[src/rtl/mux_scan_n.sv]
// Registered N-channel W-bit multiplexer: manual channel select, or auto-scan across enabled
// channels with a programmable dwell period, hold and a tick pulse on every pointer advance.
module mux_scan_n #(
    parameter int unsigned CH    = 8,
    parameter int unsigned W     = 8,
    parameter int unsigned SW    = 3,
    parameter int unsigned DIV_W = 16
) (
    input  logic              clk,
    input  logic              rst_n,
    input  logic              mode,
    input  logic [SW-1:0]     sel_in,
    input  logic [CH-1:0]     en_mask,
    input  logic [DIV_W-1:0]  dwell,
    input  logic              hold,
    input  logic [CH*W-1:0]   din,
    output logic [W-1:0]      o,
    output logic [SW-1:0]     o_sel,
    output logic              o_valid,
    output logic              tick
);

    logic [SW-1:0]    ptr_q, ptr_d;
    logic [DIV_W-1:0] cnt_q, cnt_d;
    logic [W-1:0]     o_q, o_d;
    logic             o_valid_q, o_valid_d;
    logic             tick_q, tick_d;

    logic             expire;
    logic             found;
    logic [SW-1:0]    nxt;
    int unsigned      cand;

    // Indices at or above CH read as disabled.
    function automatic logic ch_en(input logic [SW-1:0] idx, input logic [CH-1:0] mask);
        ch_en = 1'b0;
        for (int i = 0; i < CH; i++) begin
            if (idx == SW'(i)) ch_en = mask[i];
        end
    endfunction

    always_comb begin
        ptr_d  = ptr_q;
        cnt_d  = cnt_q;
        tick_d = 1'b0;
        expire = 1'b0;
        found  = 1'b0;
        nxt    = ptr_q;
        cand   = 0;

        // Circular priority search from ptr+1; ptr itself is the last candidate.
        for (int unsigned k = 1; k <= CH; k++) begin
            cand = 32'(ptr_q) + k;
            if (cand >= CH) cand = cand - CH;
            if (cand >= CH) cand = cand - CH;
            if (!found && ch_en(cand[SW-1:0], en_mask)) begin
                found = 1'b1;
                nxt   = cand[SW-1:0];
            end
        end

        if (!mode) begin
            ptr_d = sel_in;
            cnt_d = '0;
        end else begin
            expire = !hold && (cnt_q >= dwell);
            if (!hold) cnt_d = expire ? '0 : cnt_q + DIV_W'(1);
            if (expire && found) begin
                ptr_d  = nxt;
                tick_d = (nxt != ptr_q);
            end
        end

        o_valid_d = ch_en(ptr_d, en_mask);
        o_d       = '0;
        for (int i = 0; i < CH; i++) begin
            if (o_valid_d && (ptr_d == SW'(i))) o_d = din[i*W +: W];
        end
    end

    always_ff @(posedge clk) begin
        if (!rst_n) begin
            ptr_q     <= '0;
            cnt_q     <= '0;
            o_q       <= '0;
            o_valid_q <= 1'b0;
            tick_q    <= 1'b0;
        end else begin
            ptr_q     <= ptr_d;
            cnt_q     <= cnt_d;
            o_q       <= o_d;
            o_valid_q <= o_valid_d;
            tick_q    <= tick_d;
        end
    end

    assign o       = o_q;
    assign o_sel   = ptr_q;
    assign o_valid = o_valid_q;
    assign tick    = tick_q;

endmodule

[config.mk]
export PLATFORM = sky130hd
export DESIGN_NAME = mux_scan_n
export DESIGN_NICKNAME = d
export VERILOG_FILES = /design/src/rtl/mux_scan_n.sv
export SDC_FILE = /design/constraint.sdc
export NUM_CORES = 1
export LEC_CHECK = 0
export ABC_AREA = 1
export CORE_MARGIN = 1.5
export CORE_UTILIZATION = 23
export DETAILED_ROUTE_END_ITERATION = 6
export SYNTH_ARGS = -nofsm -noshare
export SYNTH_HDL_FRONTEND = slang
export SYNTH_SLANG_ARGS = --single-unit
[constraint.sdc]
create_clock -name clk -period 4.15 [get_ports clk]
set_input_delay 0.6225 -clock clk [delete_from_list [all_inputs] [get_ports clk]]
set_output_delay 0.6225 -clock clk [all_outputs]
set_load 0.005 [all_outputs]
# After elaboration in Yosys (flattened, before gate mapping)
# Cells that the tools add are included.
dict set report totals {
  wordCells 262
  inputBits 95
  output_inout_bits 13
  register_bits 29
}
dict set report classes {
  order_cmp 17
  n_mux 115
  reduce_logical 36
  add_sub_neg 25
  eq_ne 64
}
# cell count
set op_table {}
lappend op_table {{$ge A32 B4 Y1 const B} 8}
lappend op_table {{$mux W32} 8}
lappend op_table {{$eq A3 B3 Y1 const B} 36}
lappend op_table {{$mux W1} 80}
lappend op_table {{$mux W8} 8}
lappend op_table {{$eq A3 B2 Y1 const B} 18}
lappend op_table {{$mux W3} 18}
lappend op_table {{$sub A4 B4 Y5 const B} 7}
lappend op_table {{$ge A4 B4 Y1 const B} 7}
lappend op_table {{$eq A3 B1 Y1 const B} 9}
lappend op_table {{$logic_not A3 Y1} 9}
lappend op_table {{$sub A3 B1 Y3 const B} 8}
lappend op_table {{$logic_and A1 B1 Y1} 17}
lappend op_table {{$add A16 B1 Y16 const B} 1}
lappend op_table {{$add A3 B3 Y4 const B} 4}
lappend op_table {{$ge A16 B16 Y1} 1}
lappend op_table {{$mux W16} 1}
lappend op_table {{$add A3 B2 Y4 const B} 2}
lappend op_table {{$logic_not A1 Y1} 8}
lappend op_table {{$sub A5 B4 Y6 const B} 1}
lappend op_table {{$add A3 B4 Y5 const B} 1}
lappend op_table {{$ge A5 B4 Y1 const B} 1}
lappend op_table {{$add A3 B1 Y4 const B} 1}
lappend op_table {{$ne A3 B3 Y1} 1}
lappend op_table {{2 further kinds} 2}

# Logic depth before layout (Yosys ltp)
dict set report depth {
  word_depth 57
  ltp_mapped 38
  depth_no_buf 37
}

# Least setup slack after synthesis
# Ideal clock, no wire load.
dict set report synth_path {
  kind {flip-flop to flip-flop}
  startpoint {reg ptr_q[0], in the netlist o_sel[0]}
  endpoint {reg o_q[2], in the netlist o[2]}
  required_time_ps 4041
  slack_ps 457
  setup_ps 109
  path_buffers 0
  arrival_time_ps 3584
  period_less_slack_ps 3693
  stages_incl_launch_ff 35
  cell_sequence {dfxtp_1 inv_1 ha_1 ha_1 nand2_1 nor2_1 nand2_1 nand3_1 nand2_1 nand2_1 nand2_1 nand2_1 nand2_1 nand2_1 o21ai_0 nand4_4 nor2_8 nand3_2 clkinv_1 nand2_1 nand2_1 nand2_2 a21oi_4 inv_2 nand2_2 nor2_2 or2_1 inv_1 nand2_1 nand2_2 nand2_4 nand3_1 nand3_1 nand2_1 inv_1}
}
dict set report synth_between {
  elab_chain_cells 57
  word_cells_on_any_way 249
  cone_classes {add/sub: 24; order compare: 16; eq/ne: 63; mux: 114; reduce/logical: 32}
}
# item line
set synth_lines {}
lappend synth_lines {{start: declaration} 23} ;# logic [SW-1:0] ptr_q, ptr_d;
lappend synth_lines {{start signal: assignment} 89} ;# ptr_q <= ptr_d;
lappend synth_lines {{$add A3 B1 Y4} 53} ;# cand = 32'(ptr_q) + k;
lappend synth_lines {{$sub A4 B4 Y5 or $ge A4 B4 Y1 (tied branches)} 54} ;# if (cand >= CH) cand = cand - CH;
lappend synth_lines {{$mux W32} 54}
lappend synth_lines {{$ge A32 B4 Y1 or $sub A3 B1 Y3 (tied branches)} 55} ;# if (cand >= CH) cand = cand - CH;
lappend synth_lines {{$mux W3} 55}
lappend synth_lines {{$logic_not A3 Y1} 38} ;# if (idx == SW'(i)) ch_en = mask[i];
lappend synth_lines {{$mux W1 (8 in a row)} 38}
lappend synth_lines {{$mux W1} 56} ;# if (!found && ch_en(cand[SW-1:0], en_mask)) begin
lappend synth_lines {{[21 not listed]} n/a}
lappend synth_lines {{$logic_and A1 B1 Y1} 68} ;# if (expire && found) begin
lappend synth_lines {{$mux W3 (*)} 68}
lappend synth_lines {{$mux W3 (*)} 62} ;# if (!mode) begin
lappend synth_lines {{$logic_not A3 Y1} {38, 77}}
lappend synth_lines {{$mux W1 (8 in a row)} 38}
lappend synth_lines {{$logic_and A1 B1 Y1} 77} ;# if (o_valid_d && (ptr_d == SW'(i))) o_d = din[i*W +: W];
lappend synth_lines {{$mux W8 (7 in a row)} 77}
lappend synth_lines {{$mux W8 (*)} 77}
lappend synth_lines {{end signal: assignment} 85} ;# o_q <= '0;
lappend synth_lines {{end signal: assignment} 91} ;# o_q <= o_d;
lappend synth_lines {{end: declaration} 25} ;# logic [W-1:0] o_q, o_d;
# Mark *: on every way between the ends. The rest lies on a longest branch, timed or not.
# A chain may end at the register's enable or synchronous reset.

# Final worst setup path
dict set report layout_path {
  startpoint {reg ptr_q[0], in the netlist o_sel[0]}
  endpoint {reg o_q[7], in the netlist o[7]}
}
# The elaborated chain is that of the path after synthesis.

==> results.md <==
* Most used cells in the layout excluding fill and tap cells: 177 x sky130_fd_sc_hd__nand2_1, 117 x sky130_fd_sc_hd__inv_1, 106 x sky130_fd_sc_hd__clkdlybuf4s50_1
* Slack of the worst reg-to-reg path at roughly 0.33 ns
* Port Buf Inserts at 107
* Height of the chip at around 130 um
* Initial antenna violation count at 1
* Worst min-delay path category: reg2reg
* Worst setup path category: reg2reg
* Layout Area Growth over Synthesis at 53.7%
* Post-synthesis average cell area at 5.66 sq um
* Die extent in x at about 130 um
* Clk pin slew, worst setup/hold paths at 0.05 ns
* Sink count of the clock tree at 29
* All-layer global routing usage at 0.148
* CTS tree: yes
* Final hold vios at 0
* CP bufs+invs at 4
* Clock tree buffer depth at 2
* Worst slack, placed at 0.0307 ns
* Antenna Nets Post-Route at 0
* Initial cell density of the core at 0.233
* Full die area at between 15,000 and 20,000 sq um
* Vias per Instance at 4.46
* Crit path launch type: register
* Fraction of post-synthesis cell area in the top cell type by area at 0.186
* Time the worst path needs with I/O delays and setup at around 3.8 ns
* DP Wirelength at 10,200 um
* Cell variety after synth at 43
* Skew-Pair Late Insertion Delay at between 0.2 and 0.3 ns
* Maximum number of pins on one net before global-route repair at 15
* Post-synthesis cell type with the largest combined area: sky130_fd_sc_hd__nand2_1
* Type of destination of the critical path: register
* Final Max Tran Viols at 0
* Final critical-path share of the clock period at 0.920
* Max-Slew Margin vs Limit at 0.714
* Cells after synthesis at about 650
* Area occupied by multi-input gates at around 2700 sq um
* I/O pins at between 100 and 150
* Pwr Total at 1.27 mW
* Number of antenna cells inserted at 0
* DRC Markers at 0
* Sequential standard cell area at between 500 and 600 sq um
* Most used DFF post-synth: sky130_fd_sc_hd__dfxtp_1
* Maximum frequency from static timing analysis at about 260 MHz
* Max-Cap Viols at 0
* Final Worst Setup Slack at about 0.33 ns
* Placeable core region at between 15,000 and 20,000 sq um
* Iteration count of the initial detailed-routing pass at 4
* TritonCTS Buffers at 5
* Critical path data arrival time at 3.98 ns
* Via count of the routed design at 4,493
* Library cell used as clock root buffer: sky130_fd_sc_hd__clkbuf_16
* Required @ worst endpoint at ~4.3 ns
* Most frequent standard cell in the layout excluding fill and tap cells: sky130_fd_sc_hd__nand2_1
* Final count of negative-setup-slack endpoints at 0
* Leakage Power at approximately 2.6 nW
* Number of nets in the finished design at 915
* Post-Route Setup TNS at 0 ns
* Drt first-iter violations at approximately 290
* Maximum vdd ir drop at approximately 0.00014 V
* Floorplan row count at 46
* Most repeated library cell on the critical path: sky130_fd_sc_hd__nand2_1
* Grt total ovfl at 0
* Actual transition at the worst max-transition pin at between 0.4 and 0.5 ns
* H-Tree Depth at 2
* Wire length of the first global-routing pass at 20,100 um
* Maximum net fanout on the critical path at 6
* Post-Syn Nets at a little under 800
* Number of flip-flops and latches in the synthesized netlist at 29
* Power density over the cells at around 220 nW/um^2
* Syn Std Cell Area at between 3000 and 4000 sq um
* Fillers at ~1,700
* Max incr delay on CP at 0.37 ns
* CP max stage cell: sky130_fd_sc_hd__dfxtp_4
* Share of async-settable or async-resettable flops after synthesis at 0
* Status: finished, final reports clean
* Final routed wirelength across all metal layers at about 13,000 um
* Largest delay contributor family on the critical path: simple AND/OR/NAND/NOR gates
* Worst setup skew after layout at 0.00288 ns
* Count of synthesis-stage warnings from yosys at 0
* Vias in the first global route at roughly 4,200
* Sequential area share after synthesis at 0.158
* Hold-fix buffer count after cts at 0
* EDFF count, synth at 0
* RD Place Congestion at between 0.9 and 1
* WHS at about 0.5 ns
* Biggest area contributors in the synthesized netlist: sky130_fd_sc_hd__nand2_1 19%, sky130_fd_sc_hd__dfxtp_1 16%, sky130_fd_sc_hd__inv_1 12%
* WL per Instance at 12.4 um
* Ratio of cells with drive above 1 in the final layout at 0.146
registers in the layout, summed over array words and instances, names as in the netlist:
register  cells
o_sel         3
cnt_q        16
tick          1
o_valid       1
o             8
synth_stat cells, types with 2 or more instances:
library cell	instances
sky130_fd_sc_hd__clkbuf_1	6
sky130_fd_sc_hd__inv_1	121
sky130_fd_sc_hd__nand2_4	3
sky130_fd_sc_hd__nor3_1	14
sky130_fd_sc_hd__nand4_1	13
sky130_fd_sc_hd__nor2_2	2
sky130_fd_sc_hd__buf_4	2
sky130_fd_sc_hd__nor2_1	47
sky130_fd_sc_hd__nand2_2	10
sky130_fd_sc_hd__o22ai_1	2
sky130_fd_sc_hd__o21bai_1	3
sky130_fd_sc_hd__o21ai_0	35
sky130_fd_sc_hd__ha_1	29
sky130_fd_sc_hd__nand3b_1	2
sky130_fd_sc_hd__a21oi_4	2
sky130_fd_sc_hd__buf_2	3
sky130_fd_sc_hd__a31oi_1	3
sky130_fd_sc_hd__a21oi_1	24
sky130_fd_sc_hd__o21ai_1	10
sky130_fd_sc_hd__dfxtp_1	29
sky130_fd_sc_hd__nand2_1	182
sky130_fd_sc_hd__xor2_1	4
sky130_fd_sc_hd__a211oi_1	4
sky130_fd_sc_hd__nand3_1	69
sky130_fd_sc_hd__nor4_1	9
sky130_fd_sc_hd__inv_2	4
through the flow:
stage	instances	area, sq um	util
CTS	997	5360	0.340
detailed placement	989	5180	0.329
global route	1008	5650	0.358
global placement	989	5180	0.329
floorplan	649	3670	-
finish	1008	5650	0.358
repair_timing:
item | 4_1_cts | 5_1_grt
setup endpoints to repair | 0 | 9
buffers inserted | 0 | 10
gates resized for setup | 0 | 61
hold endpoints to repair | 0 | 0
per-layer routing:
metal / track usage / vias to the layer above / part of all wire
met4: 0.0443 / 2 / 0.020
met3: 0.0186 / 26 / 0.046
met1: 0.196 / 1970 / 0.46
li1: - / 2376 / -
met2: 0.250 / 119 / 0.47
met5: 0 / - / 0.00096
area by class of cell:
cell class	instances	share of cell area
tap	216	0.0478
timing repair buffer	147	0.248
inverter	127	0.0848
clock inverter	1	0.00532
clock buffer	7	0.0252
sequential	29	0.104
multi-input combinational	481	0.485
worst register-to-register path, delay by kind of cell (launching register included):
family | cells | cell delay (ns)
compound gates | 3 | 0.66
fa+ha+maj | 2 | 0.45
buf+inv | 4 | 0.47
flops | 1 | 0.37
simple gates | 19 | 1.77
path summary, 6_finish.rpt:
kind	to	cells after the start	from
hold / removal	cnt_q[0]	2	cnt_q[0]
hold reg to reg	cnt_q[0]	2	cnt_q[0]
setup / recovery	o[7]	28	o_sel[0]
setup reg to reg	o[7]	28	o_sel[0]
cell families after synthesis:
group                      after synthesis  share of synthesized area
DFF                                     29                      0.158
xor gates and xnor gates                 4                    0.00953
buffers and inverters                  139                      0.148
adders and majority gates               29                     0.0987
AOI/OAI and AO/OA                       90                      0.143
and+or+nand+nor                        358                      0.443
power by group:
part / leakage, nW / switching [mW] / total [mW] / internal, mW
Combinational: 2.32 / 0.291 / 0.553 / 0.262
Sequential: 0.237 / 0.00632 / 0.297 / 0.290
Clock: 0.0841 / 0.122 / 0.421 / 0.299
No activity file was read; power rests on OpenSTA's default activity.
